==> config.mk <==
export PLATFORM = sky130hd
export DESIGN_NAME = mux_4_to_1_arbiter_flat
export DESIGN_NICKNAME = d
export VERILOG_FILES = /design/src/rtl/mux_4_to_1_arbiter_if.sv /design/src/rtl/mux_4_to_1_arbiter.sv /design/src/flat_wrapper.sv
export SDC_FILE = /design/constraint.sdc
export NUM_CORES = 1
export LEC_CHECK = 0
export ABC_AREA = 1
export CORE_MARGIN = 2
export CORE_UTILIZATION = 40
export DETAILED_ROUTE_END_ITERATION = 6
export PLACE_DENSITY = 0.74
export SYNTH_ARGS = -nofsm -noshare
export SYNTH_HDL_FRONTEND = slang
export SYNTH_SLANG_ARGS = --single-unit
==> constraint.sdc <==
create_clock -name clk -period 2.4 [get_ports clk]
set_clock_uncertainty 0.15 [all_clocks]
set_input_delay 0.48 -clock clk [delete_from_list [all_inputs] [get_ports clk]]
set_output_delay 0.48 -clock clk [all_outputs]
set_load 0.01 [all_outputs]
==> src/rtl/mux_4_to_1_arbiter_if.sv <==
// mux_4_to_1_arbiter_if: request/data bundle and registered grant/select/data outputs
interface mux_4_to_1_arbiter_if #(
    parameter int WIDTH = 8
);
    logic [3:0]         req;
    logic [4*WIDTH-1:0] din;
    logic [3:0]         gnt;
    logic [1:0]         sel;
    logic [WIDTH-1:0]   out;
    logic               valid;
    modport master (output req, din, input gnt, sel, out, valid);
    modport slave  (input req, din, output gnt, sel, out, valid);
endinterface

==> src/rtl/mux_4_to_1_arbiter.sv <==
// mux_4_to_1_arbiter: round-robin owner of a shared 4:1 mux with hold limit and registered data
module mux_4_to_1_arbiter #(
    parameter int WIDTH    = 8,
    parameter int MAX_HOLD = 4
) (
    input logic                 clk,
    input logic                 rst,
    mux_4_to_1_arbiter_if.slave bus
);
    localparam int HW = $clog2(MAX_HOLD + 1);
    typedef enum logic {IDLE, GRANT} state_t;
    state_t        state;
    logic [1:0]    ptr, win, idx;
    logic [HW-1:0] hcnt;
    logic [3:0]    cur, arb_req;
    logic          natural, forced, found, take, dv;
    always_comb begin
        cur     = 4'b1 << bus.sel;
        dv      = (state == GRANT) && bus.req[bus.sel];
        natural = (state == GRANT) && !bus.req[bus.sel];
        forced  = dv && hcnt == HW'(MAX_HOLD) && (bus.req & ~cur) != 4'b0;
        arb_req = forced ? bus.req & ~cur : bus.req;
        take    = state == IDLE || natural || forced;
        win     = 2'b0;
        found   = 1'b0;
        idx     = 2'b0;
        // first requester at or after ptr, wrapping modulo 4
        for (int i = 0; i < 4; i++) begin
            idx = ptr + 2'(i);
            if (!found && arb_req[idx]) begin
                win   = idx;
                found = 1'b1;
            end
        end
    end
    always_ff @(posedge clk or posedge rst) begin
        if (rst) begin
            state     <= IDLE;
            ptr       <= 2'b0;
            hcnt      <= '0;
            bus.gnt   <= 4'b0;
            bus.sel   <= 2'b0;
            bus.out   <= '0;
            bus.valid <= 1'b0;
        end else begin
            bus.valid <= dv;
            if (dv) bus.out <= bus.din[32'(bus.sel) * WIDTH +: WIDTH];
            if (take && found) begin
                state   <= GRANT;
                bus.gnt <= 4'b1 << win;
                bus.sel <= win;
                ptr     <= win + 2'd1;
                hcnt    <= HW'(1);
            end else if (take) begin
                state   <= IDLE;
                bus.gnt <= 4'b0;
            end else if (hcnt != HW'(MAX_HOLD)) begin
                hcnt <= hcnt + HW'(1);
            end
        end
    end
endmodule
==> src/flat_wrapper.sv <==
// flat-port wrapper written by rule: the top's interface ports become plain ports
module mux_4_to_1_arbiter_flat 
#(
    parameter int WIDTH    = 8,
    parameter int MAX_HOLD = 4
)
  (clk, rst, bus_req, bus_din, bus_gnt, bus_sel, bus_out, bus_valid);
  mux_4_to_1_arbiter_if #(.WIDTH(WIDTH)) bus_i ();
  input logic clk;
  input logic rst;
  input wire logic [$bits(bus_i.req)-1:0] bus_req;
  input wire logic [$bits(bus_i.din)-1:0] bus_din;
  output wire logic [$bits(bus_i.gnt)-1:0] bus_gnt;
  output wire logic [$bits(bus_i.sel)-1:0] bus_sel;
  output wire logic [$bits(bus_i.out)-1:0] bus_out;
  output wire logic [$bits(bus_i.valid)-1:0] bus_valid;
  assign bus_i.req = bus_req;
  assign bus_i.din = bus_din;
  assign bus_gnt = bus_i.gnt;
  assign bus_sel = bus_i.sel;
  assign bus_out = bus_i.out;
  assign bus_valid = bus_i.valid;
  mux_4_to_1_arbiter #(.WIDTH(WIDTH), .MAX_HOLD(MAX_HOLD)) u_core (.clk(clk), .rst(rst), .bus(bus_i));
endmodule
==> impl_metrics.toml <==
[status]
status = "finished with violations"
violations = "setup timing"

[sta]
tns_ns = -1.32
max-slew-margin-rel_pct = 73.8
period_share_pct = 111
period_needed_ns = 2.65
finalSetupViolations = 8
fmax_mhz = 377
tightest_slew_ns = 0.390
fin_ws_ns = -0.255
drv_slew = 0
finalHoldViolations = 0
rsz0062_at_grt = "true"

[pwr]
combPwrFrac_pct = 75.8
finalPower_w = 0.00363
ir_drop_mv = 1.02
power_density_mw_per_mm2 = 1390
p_switching_w = 0.00177
p_leak_nw = 1.27
power.internal_w = 0.00186
pwr-share-seq_pct = 17.9
clkPwrFrac_pct = 6.3
swShare_pct = 48.7

[global_route]
grt_max_degree = 22
grt_util_all_layers_pct = 19.3
antenna_found_initial = 0
grt-ovfl-total = 0
grt_pass1_vias = 1538
grt_pass1_wl_um = 6690

[yosys]
synth_commonest_cells = "76 x nand2_1, 30 x nand3_1, 21 x dfrtp_1, 17 x inv_1, 10 x nand2_2"
syn_nets = 256
yosysSeqAreaShare_pct = 33.1
yosysMostFrequentCell = "nand2_1"
ys_types = 27
synth_area_leaders = "dfrtp_1 33%, nand2_1 18%, nand3_1 9.5%"
syn_area_per_cell_um2 = 7.48
synth_top_area_share_pct = 33.1
ys_seq_elements = 21
syn_inst = 212
synth_edf_count = 0
async_reset_ff_share_pct = 100
yosys.area.top_type = "dfrtp_1"
syn-cell-area_mm2 = 0.00159
ys_warn_count = 0
ys.flop_type = "dfrtp_1"

[detailed_routing]
drt-total-wl_um = 4560
wl_met2_um = 2230
firstDrtPassIters = 4
ant_nets = 0
vias = 1756
avgRoutedWirePerCell_um = 13.3
met3_wirelength_um = 387
drc_errors = 0
wirelength_met1_um = 1920
top_layer = "met4"
drtIter0Drc = 61
via_per_inst = 5.12

[clock_network]
cts_tree = "done"
clkTransAtPathRegs_ns = 0.07
clk_latency_ns = 0.26
clock-root-buffer = "clkbuf_8"
htreeDepth = 1
clock-sinks = 21
numCtsBuffers = 3
cts_buffer_depth = 2

[placement]
hpwl_um = 3210
io_buffers = 52
place_congestion = 0.905

[worst_hold_path]
worstHoldPathType = "register to register"
hold_path.startpoint = "u_core.bus.gnt[2]$_DFFE_PP0P_"

[floorplan]
ioPinCount = 53
die_area_mm2 = 0.00449
start_util_pct = 42.4
die_y_um = 67.0
core-area_mm2 = 0.00374
core.rowCount = 22
die_x_um = 67.0

[cells_and_area]
area_growth_pct = 64.5
nets = 340
antenna_cells = 0
drive_gt1_share_pct = 32.5
nFillCells = 301
utilization_pct = 69.7

[setup_path]
end_kind = "register"
crit_path_start = "u_core.bus.sel[1]$_DFFE_PP0P_"
startpoint_type = "register"
reg2reg_from = "u_core.bus.sel[1]$_DFFE_PP0P_"
crit_fanout = 8
setup.worst_path.class = "register to register"
critPathRequiredTime_ns = 2.40
arrival_ns = 2.66

[job]
cap_violations = 0
==> sequential cells by signal (all words and copies together) (netlist names) <==
register / cells
u_core.bus.gnt: 4
u_core.bus.out: 8
u_core.bus.sel: 2
u_core.bus.valid: 1
u_core.hcnt: 3
u_core.ptr: 2
u_core.state: 1
==> critical path, cell delays in order, from the launching register on <==
cell and delay, ns:
dfrtp_2 0.49, buf_6 0.14, o21ai_2 0.14, nand2_1 0.08
nor2_2 0.16, nor2_4 0.08, nand2_4 0.13, buf_6 0.11
nand2_1 0.05, nand3_2 0.07, nand3_2 0.07, nand2_2 0.11
nand2_4 0.07, nand2_4 0.09, nor2_4 0.04, nand2_2 0.08
nand2_4 0.08, buf_6 0.13, ha_4 0.14, nand2_1 0.06
nand2_1 0.06
==> power by group through the flow <==
stage | clock [W] | sequential [W] | combinational (W)
5_1_grt | 0.000248 | 0.000671 | 0.00301
3_3_place_gp | 0 | 0.000640 | 0.00220
3_5_place_dp | 0 | 0.000647 | 0.00223
2_1_floorplan | 0 | 0.000660 | 0.00142
4_1_cts | 0.000233 | 0.000646 | 0.00231
6_report | 0.000228 | 0.000650 | 0.00275
==> through the flow <==
step	hold WS (ns)	worst slack, ns	std cells	instance area, µm²
2_1_floorplan	0.307	0.00419	212	1590
3_3_place_gp	0.317	-0.457	334	2320
3_5_place_dp	0.316	-0.481	334	2320
4_1_cts	0.342	-0.123	339	2410
5_1_grt	0.364	-0.402	343	2610
6_report	0.336	-0.255	343	2610
==> per-layer routing <==
layer / up-vias / track usage [%]
met2: 67 / 35.0
met5: - / 0
met1: 818 / 23.2
met3: 4 / 4.73
met4: 0 / 3.06
li1: 867 / -
==> path summary, 6_finish.rpt <==
check                                           endpoint  slack [ns]  depth (start not counted)
min in group asynchronous     u_core.hcnt[2]$_DFFE_PP0P_        0.40                          3
max                        u_core.bus.gnt[1]$_DFFE_PP0P_       -0.25                         20
min                        u_core.bus.gnt[2]$_DFFE_PP0P_        0.34                          2
max reg2reg                u_core.bus.gnt[1]$_DFFE_PP0P_       -0.25                         20
min reg2reg                u_core.bus.gnt[2]$_DFFE_PP0P_        0.34                          2
max in group asynchronous  u_core.bus.sel[0]$_DFFE_PP0P_        1.47                          3
==> logic make-up (layout without fill, tap and decap cells) <==
family	after synthesis	after routing	synth area share [%]
AO/OA/AOI/OAI	19	19	7.97
adder cells (fa/ha/maj)	6	6	4.73
XOR/XNOR	2	2	1.10
buffers and inverters	25	108	8.44
AND/OR/NAND/NOR	139	139	44.6
flip-flops	21	21	33.1
==> timing repair <==
action	in CTS	in global routing
hold buffers	0	0
hold endpoints to repair	0	0
pin swaps	5	20
endpoints found under the setup margin	7	11
resized for setup	14	39
buffers inserted	1	4
==> final cells by class <==
class	instances	area [µm²]	share of cell area (%)
multi-input cells	166	1120	43.0
repair buffers	84	771	29.5
flip-flops and latches	21	528	20.2
inverters	20	82.6	3.16
well taps	48	60.1	2.30
clock buffers	4	45.0	1.73
==> layout by cell type, fill, tap and decap left out, types with 4 or more instances in the layout <==
master,count
nand2_1,65
clkdlybuf4s50_1,48
buf_4,28
nand3_1,19
dfrtp_1,19
inv_1,15
nand3_2,14
nand2_4,13
nand2_2,12
o21ai_0,9
a221oi_1,8
nor2_2,4
ha_4,4
dlygate4sd2_1,4
buf_6,4
No activity file was read; power rests on OpenSTA's default activity.
